[config.mk]
export PLATFORM = sky130hd
export DESIGN_NAME = imm_gen_pipe
export DESIGN_NICKNAME = d
export VERILOG_FILES = /design/src/rtl/imm_pkg.sv /design/src/rtl/imm_fmt_decode.sv /design/src/rtl/imm_gen_pipe.sv
export SDC_FILE = /design/constraint.sdc
export NUM_CORES = 1
export LEC_CHECK = 0
export CORE_ASPECT_RATIO = 1.5
export CORE_UTILIZATION = 47
export DETAILED_ROUTE_END_ITERATION = 7
export PLACE_DENSITY_LB_ADDON = 0.12
export SYNTH_ARGS = -nofsm -noshare
export SYNTH_HDL_FRONTEND = slang
export SYNTH_HIERARCHICAL = 1
export SYNTH_SLANG_ARGS = --single-unit
[constraint.sdc]
create_clock -name i_clk -period 3.2 [get_ports i_clk]
set_input_delay 0.8 -clock i_clk [delete_from_list [all_inputs] [get_ports i_clk]]
set_output_delay 0.8 -clock i_clk [all_outputs]
set_load 0.05 [all_outputs]
[src/rtl/imm_pkg.sv]
// rtl/imm_pkg.sv - opcode constants, format codes and skid-buffer state encoding
package imm_pkg;

   localparam logic [6:0] OP_LOAD   = 7'b0000011;
   localparam logic [6:0] OP_JALR   = 7'b1100111;
   localparam logic [6:0] OP_IMM    = 7'b0010011;
   localparam logic [6:0] OP_STORE  = 7'b0100011;
   localparam logic [6:0] OP_BRANCH = 7'b1100011;
   localparam logic [6:0] OP_LUI    = 7'b0110111;
   localparam logic [6:0] OP_AUIPC  = 7'b0010111;
   localparam logic [6:0] OP_JAL    = 7'b1101111;
   localparam logic [6:0] OP_REG    = 7'b0110011;

   localparam logic [2:0] F3_SLLI   = 3'b001;
   localparam logic [2:0] F3_SRXI   = 3'b101;

   typedef enum logic [2:0] {
      FMT_NONE  = 3'd0,
      FMT_I     = 3'd1,
      FMT_S     = 3'd2,
      FMT_B     = 3'd3,
      FMT_U     = 3'd4,
      FMT_J     = 3'd5,
      FMT_SHAMT = 3'd6
   } fmt_t;

   typedef enum logic [1:0] {
      ST_EMPTY = 2'd0,
      ST_ONE   = 2'd1,
      ST_TWO   = 2'd2
   } buf_state_t;

endpackage

[src/rtl/imm_fmt_decode.sv]
// rtl/imm_fmt_decode.sv - combinational RV32I immediate and format decode
module imm_fmt_decode
   import imm_pkg::*;
#(
   parameter int XLEN = 32
) (
   input  logic [31:0]     instr,
   input  logic            signext,
   output logic [XLEN-1:0] imm,
   output fmt_t            fmt,
   output logic            illegal
);

   logic       ext;
   logic [2:0] funct3;

   assign ext    = instr[31] & signext;
   assign funct3 = instr[14:12];

   always_comb begin
      imm     = '0;
      fmt     = FMT_NONE;
      illegal = 1'b0;
      case (instr[6:0])
         OP_LOAD, OP_JALR: begin
            fmt = FMT_I;
            imm = {{(XLEN-12){ext}}, instr[31:20]};
         end
         OP_IMM: begin
            if (funct3 == F3_SLLI || funct3 == F3_SRXI) begin
               fmt      = FMT_SHAMT;
               imm[4:0] = instr[24:20];
               // RV32 has only a 5-bit shamt, so bit 25 set is unencodable there
               if (XLEN == 64) imm[5] = instr[25];
               else            illegal = instr[25];
            end else begin
               fmt = FMT_I;
               imm = {{(XLEN-12){ext}}, instr[31:20]};
            end
         end
         OP_STORE: begin
            fmt = FMT_S;
            imm = {{(XLEN-12){ext}}, instr[31:25], instr[11:7]};
         end
         OP_BRANCH: begin
            fmt = FMT_B;
            imm = {{(XLEN-13){ext}}, instr[31], instr[7], instr[30:25], instr[11:8], 1'b0};
         end
         OP_LUI, OP_AUIPC: begin
            fmt       = FMT_U;
            imm       = {XLEN{ext}};
            imm[31:0] = {instr[31:12], 12'h000};
         end
         OP_JAL: begin
            fmt = FMT_J;
            imm = {{(XLEN-21){ext}}, instr[31], instr[19:12], instr[20], instr[30:21], 1'b0};
         end
         OP_REG: begin
            fmt = FMT_NONE;
         end
         default: begin
            illegal = 1'b1;
         end
      endcase
   end

endmodule

[src/rtl/imm_gen_pipe.sv]
// rtl/imm_gen_pipe.sv - immediate decoder behind a 2-entry skid buffer with illegal counter
module imm_gen_pipe
   import imm_pkg::*;
#(
   parameter int XLEN  = 32,
   parameter int CNT_W = 16
) (
   input  logic             i_clk,
   input  logic             i_rst,
   input  logic             i_in_valid,
   output logic             o_in_ready,
   input  logic [31:0]      i_instr,
   input  logic             i_signext,
   output logic             o_out_valid,
   input  logic             i_out_ready,
   output logic [XLEN-1:0]  o_imm,
   output logic [2:0]       o_fmt,
   output logic             o_illegal,
   output logic [CNT_W-1:0] o_illegal_cnt,
   input  logic             i_cnt_clr
);

   logic [XLEN-1:0] dec_imm;
   fmt_t            dec_fmt;
   logic            dec_illegal;

   logic [XLEN-1:0] skid_imm;
   logic [2:0]      skid_fmt;
   logic            skid_illegal;

   buf_state_t      state;
   buf_state_t      state_next;
   logic            push;
   logic            pop;

   imm_fmt_decode #(.XLEN(XLEN)) u_decode (
      .instr   (i_instr),
      .signext (i_signext),
      .imm     (dec_imm),
      .fmt     (dec_fmt),
      .illegal (dec_illegal)
   );

   assign push = i_in_valid & o_in_ready;
   assign pop  = o_out_valid & i_out_ready;

   always_ff @(posedge i_clk or posedge i_rst) begin
      if (i_rst) state <= ST_EMPTY;
      else       state <= state_next;
   end

   always_comb begin
      state_next = state;
      case (state)
         ST_EMPTY: if (push) state_next = ST_ONE;
         ST_ONE: begin
            if (push && !pop)      state_next = ST_TWO;
            else if (pop && !push) state_next = ST_EMPTY;
         end
         ST_TWO:   if (pop) state_next = ST_ONE;
         default:  state_next = ST_EMPTY;
      endcase
   end

   always_comb begin
      o_out_valid = (state != ST_EMPTY);
      o_in_ready  = (state != ST_TWO);
   end

   // The output registers are the head entry; the skid entry only fills when the head is stalled.
   always_ff @(posedge i_clk or posedge i_rst) begin
      if (i_rst) begin
         o_imm        <= '0;
         o_fmt        <= 3'd0;
         o_illegal    <= 1'b0;
         skid_imm     <= '0;
         skid_fmt     <= 3'd0;
         skid_illegal <= 1'b0;
      end else begin
         if ((state == ST_EMPTY && push) || (state == ST_ONE && push && pop)) begin
            o_imm     <= dec_imm;
            o_fmt     <= dec_fmt;
            o_illegal <= dec_illegal;
         end else if (state == ST_TWO && pop) begin
            o_imm     <= skid_imm;
            o_fmt     <= skid_fmt;
            o_illegal <= skid_illegal;
         end
         if (state == ST_ONE && push && !pop) begin
            skid_imm     <= dec_imm;
            skid_fmt     <= dec_fmt;
            skid_illegal <= dec_illegal;
         end
      end
   end

   always_ff @(posedge i_clk or posedge i_rst) begin
      if (i_rst)                                       o_illegal_cnt <= '0;
      else if (i_cnt_clr)                              o_illegal_cnt <= '0;
      else if (pop && o_illegal && !(&o_illegal_cnt)) o_illegal_cnt <= o_illegal_cnt + 1'b1;
   end

endmodule

### Yosys cells after proc, flatten, opt, wreduce, memory -nomap -nowiden

Cells that the tools add are included.

* register bits: 90
* input bits: 38
* output and inout port bits: 54
* logic and storage cells: 71

* add/subtract/negate cells: 1
* eq/ne operators: 17
* muxes and demuxes: 19
* bitwise operators: 3
* reductions and logical operators: 23

Operator list (count)
* one-hot mux 32 bit (6 select lines): 1
* two-way mux 32 bit: 2
* two-way mux 16 bit: 2
* two-way mux 27 bit: 1
* == test 7 x 6 -> 1 bit, second input constant: 3
* == test 7 bit, second input constant: 3
* one-hot mux 3 bit (6 select lines): 1
* adder 16 x 1 -> 16 bit, second input constant: 1
* AND reduction 16 bit: 1
* == test 7 x 5 -> 1 bit, second input constant: 2
* logical AND 1 bit: 9
* two-way mux 3 bit: 3
* two-way mux 2 bit: 4
* OR reduction 8 bit: 1
* == test 7 x 2 -> 1 bit, second input constant: 1
* inequality test 2 bit, second input constant: 3
* one-hot mux 2 bit (3 select lines): 1
* nonzero test 2 bit: 3
* OR reduction 2 bit: 2
* bitwise AND 1 bit: 3
* == test 3 x 1 -> 1 bit, second input constant: 1
* == test 3 bit, second input constant: 1
* logical NOT 1 bit: 3
* two-way mux 1 bit: 3
* other kinds (7): 8

### Longest topological paths before layout

* word-level depth: 7
* mapped depth: 8
* gate-level depth less buffers: 6

### Modules after synthesis

The synthesis kept the hierarchy.

Modules (own cells, without submodules)
* imm_gen_pipe: times used 1, cells an instance 352, area each 4119.0 µm², sequential area each 2252.2 µm²
* imm_fmt_decode: times used 1, cells an instance 90, area each 605.6 µm², sequential area each 0.0 µm²

### Worst setup path before layout

OpenSTA, ideal clock, no wires.

* path kind: input to register
* start: in i_instr[3]
* end: reg o_imm[22]
* setup time: 0.083 ns
* data arrival time: 2.380 ns
* required time: 3.117 ns
* slack: 0.738 ns
* stages: 8
* buffers on the path: 2
* cell sequence: buf_6 or3_1 or4b_1 buf_6 a31oi_4 a21o_1 mux2i_1 o21ai_0

* cells in the longest elaborated chain, start to end: 4
* elaborated cells on any way between the ends: 12
* classes of those cells: 8 x eq/ne; 2 x mux; 2 x reduce/logical

RTL lines
* from (decl): RTL line imm_gen_pipe.sv:12 `input logic [31:0] i_instr,`
* == test 7 x 6 -> 1 bit, or another cell as far along: RTL line imm_fmt_decode.sv:24 `case (instr[6:0])`
* OR reduction 2 bit: RTL line imm_fmt_decode.sv:24
* one-hot mux 32 bit (6 select lines) (*): RTL line imm_fmt_decode.sv:24
* named net dec_imm[22]: RTL line imm_gen_pipe.sv:23 `logic [XLEN-1:0] dec_imm;`
* two-way mux 32 bit (*): RTL line imm_gen_pipe.sv:80 `if ((state == ST_EMPTY && push) || (state == ST_ONE && push && pop)) begin`
* to (signal assigned): RTL line imm_gen_pipe.sv:81 `o_imm <= dec_imm;`
* to (signal assigned): RTL line imm_gen_pipe.sv:85 `o_imm <= skid_imm;`
* to (decl): RTL line imm_gen_pipe.sv:16 `output logic [XLEN-1:0] o_imm,`

The timed path passes the listed nets; every way through them passes the cells marked *.
A chain may end at the register's enable or synchronous reset.

### Worst setup path after layout

* start: in i_instr[5]
* end: reg o_imm[16]

Same word-level chain as after synthesis.

==> out/metrics.cfg <==
[pwr]
ir_drop_mv = 0.381
total_leakage_power_nw = 2.79
powerDensity_nw_per_um2 = 565

[run_status]
violations = DRC
status = complete, but fails checks

[cts]
numClockSinks = 90
clkTransAtPathRegs_ns = 0.07
cts_tree = done
cts_buffers = 9
cts-resized-gates = 0
post_cts_buffers = 0
clk_latency_ns = 0.34
cts-htree-levels = 3
postCtsHoldBufs = 0
cts_buffer_depth = 2
cts-root-buf = clkbuf_16

[critical_path]
r2r-end = o_illegal_cnt[0]
worstPathCellList = clkdlybuf4s50_1, or3_1, or4b_1, a21oi_4, a21o_1, mux2i_1, o21ai_0
startpoint_type = primary input
cp_top_family = simple AND/OR/NAND/NOR gates
critPathCaptureType = flop
crit_type = primary input to flop
reg2reg_from = o_illegal_cnt[0]
reg2reg_setup_slack_ns = 1.18
critical_path_required_ns = 3.44
critPathMaxFanout = 8
crit_arrival_ns = 3.05
rr_worst_depth = 5
cp_num_buf_inv = 1
critPathMaxStageDelay_ns = 0.65
crit_slowest_cell = or4b_1

[route]
drc_errors = 18
vias_per_cell = 5.73
drtPass1Iterations = 6
dr_wl_met3_um = 501
top_layer = met4
drtAntennaViolNets = 0
wl_met1_um = 4570
vias = 3762
drt_wl_total_um = 10900
wire_per_inst_um = 16.5
dr.first_iter.drc_count = 249
wl_met2_um = 5640

[synth]
syn_nets = 482
avgSynthCellArea_um2 = 10.7
async_reset_ff_share_pct = 100
yosysWarnings = 6
synth_top_area_share_pct = 47.7
synth_top_family_by_area = multiplexers
synth_simple_gate_area_share_pct = 15.8
synth_edf_count = 0
ys.flop_type = dfrtp_1
synthAdderAreaFrac_pct = 0.530
yosysSeqAreaShare_pct = 47.7
ys_ff_latch = 90
yosys.area.top_type = dfrtp_1
syn_inst = 442
syn_area_um2 = 4720
synth-compound-area-share_pct = 14.7
synth_area_leaders = dfrtp_1, mux2_2, mux2i_1
synth_mux_area_share_pct = 18.1
synth_cell_types = 59
synth_xor_area_share_pct = 0

[sta]
max_freq_mhz = 356
hold_viol_final = 0
hold_ws_ns = 0.480
clock_skew_ns = 0.00796
fin_setup_tns_ns = 0
post-route-period-util_pct = 87.7
slew_headroom_pct = 45.2
rsz0062_at_grt = false
final.min_clock_period_ns = 2.81
finalMaxSlewViolations = 0
setup_viol = 0
worstMarginPinSlew_ns = 0.814

[finish]
final_layout_size_suffix_gt1_share_pct = 16.5
fin_area_um2 = 6160
final_core_util_pct = 63.3
nets = 576
antenna_cells = 0
syn2layout_area_growth_pct = 30.5
layout_common_cells = clkdlybuf4s50_1, dfrtp_1, nand2_1, mux2_2, mux2i_1
final_common_cell = clkdlybuf4s50_1

[placed_design]
io_buffer_count = 91
hpwl_um = 7530
gp_congestion = 0.883
placed_area_um2 = 5840

[die]
core-area_um2 = 9740
die_x_um = 83.9
start_util_pct = 48.5
ios = 92
die_h_um = 125
dieArea_um2 = 10500
row_count = 44

[global_route]
grt_usage_pct = 21.8
grt_max_degree = 73
grt_pass1_wl_um = 18100
grt-ovfl-total = 0
antenna_found_initial = 0
first_global_vias = 3722

[hold_path]
min_to = o_imm[4]
hold_path.class = flop to flop
holdCritStartpoint = o_imm[4]
min_path_cells = 2

[flow_run]
drv_cap = 0

[per-layer routing]
layer | vias to the layer above | track usage (%)
met2 | 88 | 38.6
li1 | 1800 | -
met5 | - | 0
met1 | 1864 | 26.3
met4 | 0 | 6.39
met3 | 10 | 4.71
[worst max-delay path by stage]
stage	startpoint	endpoint	cells past startpoint
global placement	i_instr[5]	o_imm[26]	7
finish	i_instr[5]	o_imm[16]	7
floorplan	i_rst	o_fmt[0]	1
global route	i_instr[5]	o_imm[27]	7
detailed placement	i_instr[5]	o_imm[21]	7
CTS	state[0]	o_in_ready	2
[power by group]
group / switching (mW) / internal, mW
clock: 0.450 / 0.691
combinational: 0.620 / 0.395
sequential: 0.0859 / 1.24
total: 1.16 / 2.33
[synth_stat cells (4+ instances only)]
| cell type | number |
|---|---|
| or4_1 | 5 |
| a21o_1 | 17 |
| and2_1 | 9 |
| clkbuf_1 | 11 |
| nand2_1 | 53 |
| mux2_2 | 40 |
| nand2b_1 | 6 |
| a22o_1 | 4 |
| nand4_1 | 5 |
| mux2i_1 | 37 |
| nor4_1 | 6 |
| a21oi_1 | 12 |
| buf_2 | 4 |
| o21ai_0 | 34 |
| o31ai_1 | 5 |
| o21ai_1 | 11 |
| nor2b_1 | 8 |
| dfrtp_1 | 90 |
| inv_1 | 7 |
| nor2_1 | 14 |
| nand3_1 | 7 |
[stage by stage]
step / instances / setup slack, ns / total power, mW
after floorplan: 442 / 0.0647 / 2.02
after global placement: 640 / 0.138 / 2.36
after detailed placement: 640 / 0.0545 / 2.38
after CTS: 656 / 0.422 / 3.53
after global routing: 656 / 0.243 / 3.65
final: 656 / 0.392 / 3.48
[state kept, by name, indices dropped and copies added (netlist names)]
register	flops
o_imm	32
skid_imm	32
o_illegal_cnt	16
o_fmt	3
skid_fmt	3
state	2
o_illegal	1
skid_illegal	1
[final cells by class]
cell class	count	area, µm²
fillers	806	3580
multi-input cells	323	2350
flip-flops and latches	90	2250
repair buffers	105	1070
clock buffers	9	225
well taps	115	144
clock inverters	7	101
inverters	7	27.5
[worst register-to-register path: stages, from the launching register on]
cell and delay (ns):
dfrtp_1 0.43, ha_1 0.29, and3_1 0.22, and4_4 0.23, a21boi_0 0.35, mux2_2 0.38
[logic make-up after synthesis]
kind of cell	Yosys count
AO/OA/AOI/OAI	103
multiplexers	80
AND/OR/NAND/NOR	138
buffers and inverters	29
flip-flops	90
adder cells (fa/ha/maj)	2
No activity file was read; power rests on OpenSTA's default activity.
